`config.mk`:
```
export PLATFORM = sky130hd
export DESIGN_NAME = serial_subtractor_flat
export DESIGN_NICKNAME = d
export VERILOG_FILES = /design/src/rtl/serial_subtractor_if.sv /design/src/rtl/serial_subtractor.sv /design/src/flat_wrapper.sv
export SDC_FILE = /design/constraint.sdc
export NUM_CORES = 1
export LEC_CHECK = 0
export BUFFER_PORTS_ARGS = -buffer_cell sky130_fd_sc_hd__buf_2
export CAP_MARGIN = 40
export CORE_ASPECT_RATIO = 0.9
export CORE_MARGIN = 4
export CORE_UTILIZATION = 40
export DETAILED_ROUTE_END_ITERATION = 7
export GPL_TIMING_DRIVEN = 0
export PLACE_DENSITY = 0.6
export SYNTH_ARGS = -nofsm -noshare
export SYNTH_HDL_FRONTEND = slang
export SYNTH_SLANG_ARGS = --single-unit
```
`constraint.sdc`:
```
create_clock -name clk -period 1.45 [get_ports clk]
set_clock_uncertainty 0.15 [all_clocks]
set_input_delay 0.145 -clock clk [delete_from_list [all_inputs] [get_ports clk]]
set_output_delay 0.145 -clock clk [all_outputs]
set_load 0.01 [all_outputs]
```
`src/rtl/serial_subtractor_if.sv`:
```
// Start/operand/result bundle for serial_subtractor.
// Defining SERSUB_FLAGS_EN adds the zero/ovf result flags.
interface serial_subtractor_if #(
   parameter int unsigned WIDTH = 8
);
   logic             start;
   logic [WIDTH-1:0] a;
   logic [WIDTH-1:0] b;
   logic             bin;
   logic             busy;
   logic             done;
   logic [WIDTH-1:0] d;
   logic             bout;
`ifdef SERSUB_FLAGS_EN
   logic             zero;
   logic             ovf;

   modport master (
      output start, a, b, bin,
      input  busy, done, d, bout, zero, ovf
   );

   modport slave (
      input  start, a, b, bin,
      output busy, done, d, bout, zero, ovf
   );
`else
   modport master (
      output start, a, b, bin,
      input  busy, done, d, bout
   );

   modport slave (
      input  start, a, b, bin,
      output busy, done, d, bout
   );
`endif
endinterface

```
`src/rtl/serial_subtractor.sv`:
```
// Bit-serial a - b - bin, LSB first, one full-subtractor step per clock.
// Defining SERSUB_FLAGS_EN adds registered zero/ovf flags.
module serial_subtractor #(
   parameter int unsigned WIDTH = 8
) (
   input  logic                clk,
   input  logic                rst,
   serial_subtractor_if.slave  bus_io
);

   localparam int unsigned CntW = $clog2(WIDTH + 1);
   localparam logic [CntW-1:0] LastCnt = CntW'(WIDTH - 1);

   typedef enum logic [1:0] {StIdle, StRun, StDone} state_e;

   state_e           state_q, state_d;
   logic [WIDTH-1:0] sa_q, sa_d;
   logic [WIDTH-1:0] sb_q, sb_d;
   logic [WIDTH-1:0] sr_q, sr_d;
   logic [WIDTH-1:0] d_q, d_d;
   logic [CntW-1:0]  cnt_q, cnt_d;
   logic             br_q, br_d;
   logic             bout_q, bout_d;

   // Full-subtractor cell on the current bit
   logic             fs_a, fs_b, fs_d, fs_bo;
   logic [WIDTH-1:0] sr_shift;

   assign fs_a     = sa_q[0];
   assign fs_b     = sb_q[0];
   assign fs_d     = fs_a ^ fs_b ^ br_q;
   assign fs_bo    = (~fs_a & fs_b) | (~(fs_a ^ fs_b) & br_q);
   assign sr_shift = {fs_d, sr_q[WIDTH-1:1]};

`ifdef SERSUB_FLAGS_EN
   logic am_q, am_d, bm_q, bm_d, zero_q, zero_d, ovf_q, ovf_d;
`endif

   always_comb begin
      state_d = state_q;
      sa_d    = sa_q;
      sb_d    = sb_q;
      sr_d    = sr_q;
      d_d     = d_q;
      cnt_d   = cnt_q;
      br_d    = br_q;
      bout_d  = bout_q;
`ifdef SERSUB_FLAGS_EN
      am_d    = am_q;
      bm_d    = bm_q;
      zero_d  = zero_q;
      ovf_d   = ovf_q;
`endif
      unique case (state_q)
         StIdle: begin
            if (bus_io.start) begin
               sa_d    = bus_io.a;
               sb_d    = bus_io.b;
               br_d    = bus_io.bin;
               sr_d    = '0;
               cnt_d   = '0;
`ifdef SERSUB_FLAGS_EN
               // Operand MSBs kept apart since sa/sb are shifted away
               am_d    = bus_io.a[WIDTH-1];
               bm_d    = bus_io.b[WIDTH-1];
`endif
               state_d = StRun;
            end
         end
         StRun: begin
            sa_d  = sa_q >> 1;
            sb_d  = sb_q >> 1;
            br_d  = fs_bo;
            sr_d  = sr_shift;
            cnt_d = cnt_q + CntW'(1);
            if (cnt_q == LastCnt) begin
               d_d     = sr_shift;
               bout_d  = fs_bo;
`ifdef SERSUB_FLAGS_EN
               zero_d  = (sr_shift == '0);
               ovf_d   = (am_q != bm_q) && (sr_shift[WIDTH-1] != am_q);
`endif
               state_d = StDone;
            end
         end
         StDone:  state_d = StIdle;
         default: state_d = StIdle;
      endcase
   end

   always_ff @(posedge clk or posedge rst) begin
      if (rst) begin
         state_q <= StIdle;
         sa_q    <= '0;
         sb_q    <= '0;
         sr_q    <= '0;
         d_q     <= '0;
         cnt_q   <= '0;
         br_q    <= 1'b0;
         bout_q  <= 1'b0;
`ifdef SERSUB_FLAGS_EN
         am_q    <= 1'b0;
         bm_q    <= 1'b0;
         zero_q  <= 1'b0;
         ovf_q   <= 1'b0;
`endif
      end else begin
         state_q <= state_d;
         sa_q    <= sa_d;
         sb_q    <= sb_d;
         sr_q    <= sr_d;
         d_q     <= d_d;
         cnt_q   <= cnt_d;
         br_q    <= br_d;
         bout_q  <= bout_d;
`ifdef SERSUB_FLAGS_EN
         am_q    <= am_d;
         bm_q    <= bm_d;
         zero_q  <= zero_d;
         ovf_q   <= ovf_d;
`endif
      end
   end

   assign bus_io.busy = (state_q == StRun);
   assign bus_io.done = (state_q == StDone);
   assign bus_io.d    = d_q;
   assign bus_io.bout = bout_q;
`ifdef SERSUB_FLAGS_EN
   assign bus_io.zero = zero_q;
   assign bus_io.ovf  = ovf_q;
`endif

endmodule

```
`src/flat_wrapper.sv`:
```
// flat-port wrapper written by rule: the top's interface ports become plain ports
module serial_subtractor_flat 
#(
   parameter int unsigned WIDTH = 8
)
  (clk, rst, bus_io_start, bus_io_a, bus_io_b, bus_io_bin, bus_io_busy, bus_io_done, bus_io_d, bus_io_bout);
  serial_subtractor_if #(.WIDTH(WIDTH)) bus_io_i ();
  input  logic clk;
  input  logic rst;
  input wire logic [$bits(bus_io_i.start)-1:0] bus_io_start;
  input wire logic [$bits(bus_io_i.a)-1:0] bus_io_a;
  input wire logic [$bits(bus_io_i.b)-1:0] bus_io_b;
  input wire logic [$bits(bus_io_i.bin)-1:0] bus_io_bin;
  output wire logic [$bits(bus_io_i.busy)-1:0] bus_io_busy;
  output wire logic [$bits(bus_io_i.done)-1:0] bus_io_done;
  output wire logic [$bits(bus_io_i.d)-1:0] bus_io_d;
  output wire logic [$bits(bus_io_i.bout)-1:0] bus_io_bout;
  assign bus_io_i.start = bus_io_start;
  assign bus_io_i.a = bus_io_a;
  assign bus_io_i.b = bus_io_b;
  assign bus_io_i.bin = bus_io_bin;
  assign bus_io_busy = bus_io_i.busy;
  assign bus_io_done = bus_io_i.done;
  assign bus_io_d = bus_io_i.d;
  assign bus_io_bout = bus_io_i.bout;
  serial_subtractor #(.WIDTH(WIDTH)) u_core (.clk(clk), .rst(rst), .bus_io(bus_io_i));
endmodule
```
# Word-level counts from Yosys, hierarchy flattened
# Cells that the tools add are included.
# word_totals
word_cells,39
ff_bits,40
output_inout_bits,11
input_bits,20
# op_classes
n_mux,13
n_bitwise,7
n_eq_ne,5
addsub,1
reduce_logical,5
# ops
cell,count
one-hot mux 8 bit (2 select lines),3
2-to-1 mux 8 bit,3
one-hot mux 4 bit (2 select lines),1
AND reduction 2 bit,3
adder 4 x 1 -> 4 bit (second input constant),1
equality test 4 x 3 -> 1 bit (second input constant),1
2-to-1 mux 2 bit,2
2-to-1 mux 4 bit,1
one-hot mux 2 bit (2 select lines),1
bitwise AND 1 bit,2
equality test 2 x 1 -> 1 bit (second input constant),1
equality test 2 bit (second input constant),1
zero test 2 bit,1
inequality test 2 x 1 -> 1 bit (second input constant),1
inequality test 2 bit (second input constant),1
NOT 1 bit,2
one-hot mux 1 bit (2 select lines),1
nonzero test 2 bit,1
bitwise XOR 1 bit,2
2-to-1 mux 1 bit,1
bitwise OR 1 bit,1

# Longest topological paths before layout
# depth
ltp_word,5
depth_mapped,5
mapped_depth_nobuf,5

# Least setup slack after synthesis
# OpenSTA, ideal clock, no wires.
# synth_timing
kind,flip-flop to flip-flop
start,reg u_core.cnt_q[0]
end,reg u_core.d_q[0] (netlist: u_core.bus_io.d[0])
setup_slack_ns,-0.042
required_ns,1.175
path_stages_with_launch,5
t_arrival_ns,1.218
path_buffers,1
setup_time_ns,0.125
path_cell_list,dfrtp_1 -> ha_1 -> and4_1 -> buf_4 -> mux2_2
# synth_between
elab_chain_cells,2
# synth_lines
item,line,source
from (decl),serial_subtractor.sv:21,"logic [CntW-1:0] cnt_q, cnt_d;"
from (signal assigned),serial_subtractor.sv:113,cnt_q <= cnt_d;
equality test 4 x 3 -> 1 bit,serial_subtractor.sv:76,if (cnt_q == LastCnt) begin
AND reduction 2 bit (no line),--,
to (signal assigned),serial_subtractor.sv:97,d_q <= '0;
to (signal assigned),serial_subtractor.sv:112,d_q <= d_d;
to (decl),serial_subtractor.sv:20,"logic [WIDTH-1:0] d_q, d_d;"
# Every way passes these cells.
# A chain may end at the register's enable or synchronous reset.

# Worst setup path after layout
# layout_timing
start,reg u_core.state_q[1]
end,reg u_core.d_q[0] (netlist: u_core.bus_io.d[0])
# layout_between
elab_chain_cells,2
# layout_lines
item,line,source
from (decl),serial_subtractor.sv:16,"state_e state_q, state_d;"
from (signal assigned),serial_subtractor.sv:93,state_q <= StIdle;
from (signal assigned),serial_subtractor.sv:108,state_q <= state_d;
equality test 2 x 1 -> 1 bit,serial_subtractor.sv:54,unique case (state_q)
AND reduction 2 bit (no line),--,
# Every way passes these cells.

==> parameters.txt <==
Parameter                              Value

Pwr
  Peak supply drop    0.000664 V
  Net switching power    1.51 mW
  Share of total power in the clock network    0.166
  PD cells    1920 mW/mm2
  Fraction of power consumed by combinational cells    0.441
  Switching power share of the total    0.334
  Pint    3.00 mW
  Total power consumption of the routed design    4.51 mW
  Part of the total power dissipated in sequential elements    0.393
  LEAKAGE    1.13 nW

Floorplanning
  Boundary Pins    31
  Site Rows    21
  Die height    68.5 um
  Full die area    0.00516 mm2
  Core footprint    0.00381 mm2
  Initial cell density of the core    0.427
  Overall die width    75.2 um

Logic synthesis
  Adder and majority gate portion of the synthesized area    0.0200
  Unique cell type count in the Yosys netlist    26
  Post-Synthesis Net Count    157
  Synthesized cell area    0.00163 mm2
  Mapped Avg Cell Area    12.1 um2
  Synth warnings    0
  Main combinational cell family by area after synthesis    compound AO/OA/AOI/OAI gates
  Syn Inst Count    135
  XOR/XNOR share of the synthesized area    0
  Synthesized flop and latch total    39
  Fraction of synthesized area in multiplexers    0.0753
  Post-synthesis compound-gate area fraction    0.193
  Simple-gate share of the synthesized area    0.0699
  Share of synthesized area occupied by flip-flops and latches    0.600

Final layout
  NumNets Final    223
  Fillcell total    291
  Syn-to-layout area delta    44.2%
  Layout cells sized above 1    0.448
  Number of antenna cells inserted    0

Timing
  Highest clock frequency the design can meet    624 MHz
  Setup repair after global routing missed its margin    yes
  Slew headroom    0.565
  Final Setup Violations    20
  Final worst-path cycle share    1.11
  Final hold violation count    3
  Final worst path period need    1600 ps
  Worst hold slack across all endpoints    -10.5 ps
  Transition time at the pin with the least slew margin    652 ps
  Total Neg Setup Slack    -1530 ps
  Pins Over Slew Limit    0
  Minimum setup slack in the final design    -153 ps

Global routing
  Number of antenna violations at the first check in global routing    0
  Global-route wire length before repair    6250 um
  Vias in the first global route    1295
  Total track usage    0.162
  Congestion Overflow GR    0
  Largest net degree at the start of global routing    40

Detailed routing
  Number of nets with antenna violations after routing    0
  Via count    1357
  Drt wl/cell    17.2 um
  Number of detailed-route iterations in the first pass    4
  Routed wire length    4240 um
  Number of DRC markers in iteration 0    88
  DRC violations left    0
  Average via count per standard cell    5.49

Clocking
  Clock latency reported for the late side of the worst-skew pair    290 ps
  Number of buffers created by CTS    5
  Maximum level of the CTS H-tree    2
  Clock-pin slew on the worst setup and hold paths    70 ps
  CTS tree    done
  Clock root buffer    clkbuf_8
  Clock Tree Buf Depth    2
  Clock Sink Count    39

Outcome
  Run status    finished, violations left
  Failing checks    hold timing, setup timing

Worst setup path
  Required time at the endpoint of the critical path    1480 ps
  Sort of element at the start of the critical path    flop
  Class of the most critical setup path    reg -> reg
  Maximum fanout along the worst path    5
  Arr. time, crit path    1630 ps
  Maximum single-stage delay on the critical path    400 ps
  Worst path slowest cell    dfrtp_1
  Crit. End Element    flop
  Top Family by Delay on Critical Path    simple AND/OR/NAND/NOR gates
  Critical path cell sequence    and2b_2 > and4_4 > buf_6 > mux2_4
  Buffer and inverter count on the worst path    1

Placement
  Number of buffer cells added on primary ports    30
  Weighted congestion reported at the end of routability-driven placement    0.848
  Final HPWL DP    2300 um

Min path
  Min-delay worst type    in -> reg

Job
  Number of violations of the max-capacitance limit    0
## power by group through the flow
stage | Combinational (mW) | Clock (mW) | Sequential [mW]
5_1_grt | 2.16 | 0.804 | 1.82
2_1_floorplan | 0.957 | 0 | 1.78
3_3_place_gp | 1.32 | 0 | 1.76
4_1_cts | 1.67 | 0.755 | 1.75
3_5_place_dp | 1.35 | 0 | 1.78
6_report | 1.99 | 0.748 | 1.77
## synth_stat cells (all sizes together)
cell | instances | area share
and4 | 1 | 0.0054
mux2 | 10 | 0.069
ha | 1 | 0.0077
nor2 | 1 | 0.0023
nand2 | 13 | 0.030
a211oi | 1 | 0.0046
a22o | 11 | 0.059
dfrtp | 39 | 0.60
buf | 7 | 0.023
mux2i | 1 | 0.0061
clkbuf | 2 | 0.0054
a22oi | 13 | 0.060
a41oi | 1 | 0.0054
nand4 | 1 | 0.0038
o21ai | 13 | 0.040
o21bai | 1 | 0.0069
o22ai | 2 | 0.0077
nor2b | 4 | 0.015
a21oi | 3 | 0.0092
nand3 | 1 | 0.0031
inv | 6 | 0.014
and3b | 1 | 0.0054
and2b | 1 | 0.0046
fa | 1 | 0.012
## worst register-to-register path: stages, from the launching register on
cell and delay, ps:
dfrtp_1 400, and2b_2 260, and4_4 240, buf_6 140
mux2_4 300
## cells in the final DEF, fill, tap and decap left out, drive strengths merged
cell type	instances
clkinv	2
nand3	1
inv	5
nor2b	4
and4	1
clkbuf	9
a22oi	13
a211oi	1
a22o	11
buf	57
and3b	1
o22ai	2
o21bai	2
o21ai	13
nand4	1
dlygate4sd3	7
dfrtp	39
mux2	10
and2b	1
ha	1
fa	1
nand2	13
a21oi	3
a41oi	1
mux2i	1
nor2	1
## area by class of cell
type,count,area (um2),area share
sequential,39,977,0.416
clock buffer,6,82.6,0.0352
timing repair buffer,58,432,0.184
tap,46,57.6,0.0245
inverter,6,26.3,0.0112
multi-input combinational,82,672,0.286
buffer,9,95.1,0.0405
clock inverter,1,5.00,0.00213
## registers in the layout, indices dropped and copies added, names as in the netlist
register,count
u_core.bus_io.bout,1
u_core.state_q,2
u_core.cnt_q,4
u_core.sr_q,7
u_core.sa_q,8
u_core.br_q,1
u_core.bus_io.d,8
u_core.sb_q,8
## metrics by stage
| stage | util | area, um2 | setup slack [ps] | cells |
|---|---|---|---|---|
| detailed placement | 0.491 | 1870 | -212 | 211 |
| finish | 0.616 | 2350 | -153 | 247 |
| global route | 0.616 | 2350 | -181 | 247 |
| floorplan | - | 1660 | -28.3 | 135 |
| global placement | 0.491 | 1870 | -205 | 211 |
| CTS | 0.572 | 2180 | -110 | 236 |
## repair_timing
| item | in CTS | in global routing |
|---|---|---|
| pin swaps | 1 | 2 |
| setup endpoints to repair | 33 | 36 |
| gates cloned | 1 | 5 |
| hold buffers | 7 | 0 |
| endpoints found under the hold margin | 45 | 0 |
| resized for setup | 21 | 31 |
| buffers inserted | 10 | 6 |
## metal layers
metal / part of all wire / vias up / wire [um] / track usage
met3: 0.051 / 12 / 216 / 0.0435
li1: - / 624 / - / -
met2: 0.47 / 48 / 1990 / 0.249
met1: 0.46 / 673 / 1950 / 0.227
met5: 0 / - / 0 / 0
met4: 0.020 / 0 / 83 / 0.0459
## cells by family after synthesis
family / count (synthesis)
AO/OA/AOI/OAI: 45
adder cells (fa/ha/maj): 2
buffers and inverters: 15
flip-flops: 39
multiplexers: 11
AND/OR/NAND/NOR: 23
## path summary, 6_finish.rpt
check	from	to	slack, ps	depth (start not counted)
max	u_core.state_q[1]	u_core.bus_io.d[0]	-150	4
min	bus_io_b[2]	u_core.sb_q[2]	-10	3
max reg2reg	u_core.state_q[1]	u_core.bus_io.d[0]	-150	4
min in group asynchronous	rst	u_core.bus_io.d[5]	310	3
max in group asynchronous	rst	u_core.state_q[0]	410	3
min reg2reg	u_core.sb_q[4]	u_core.sb_q[4]	330	2
(Power assumes the default switching activity.)
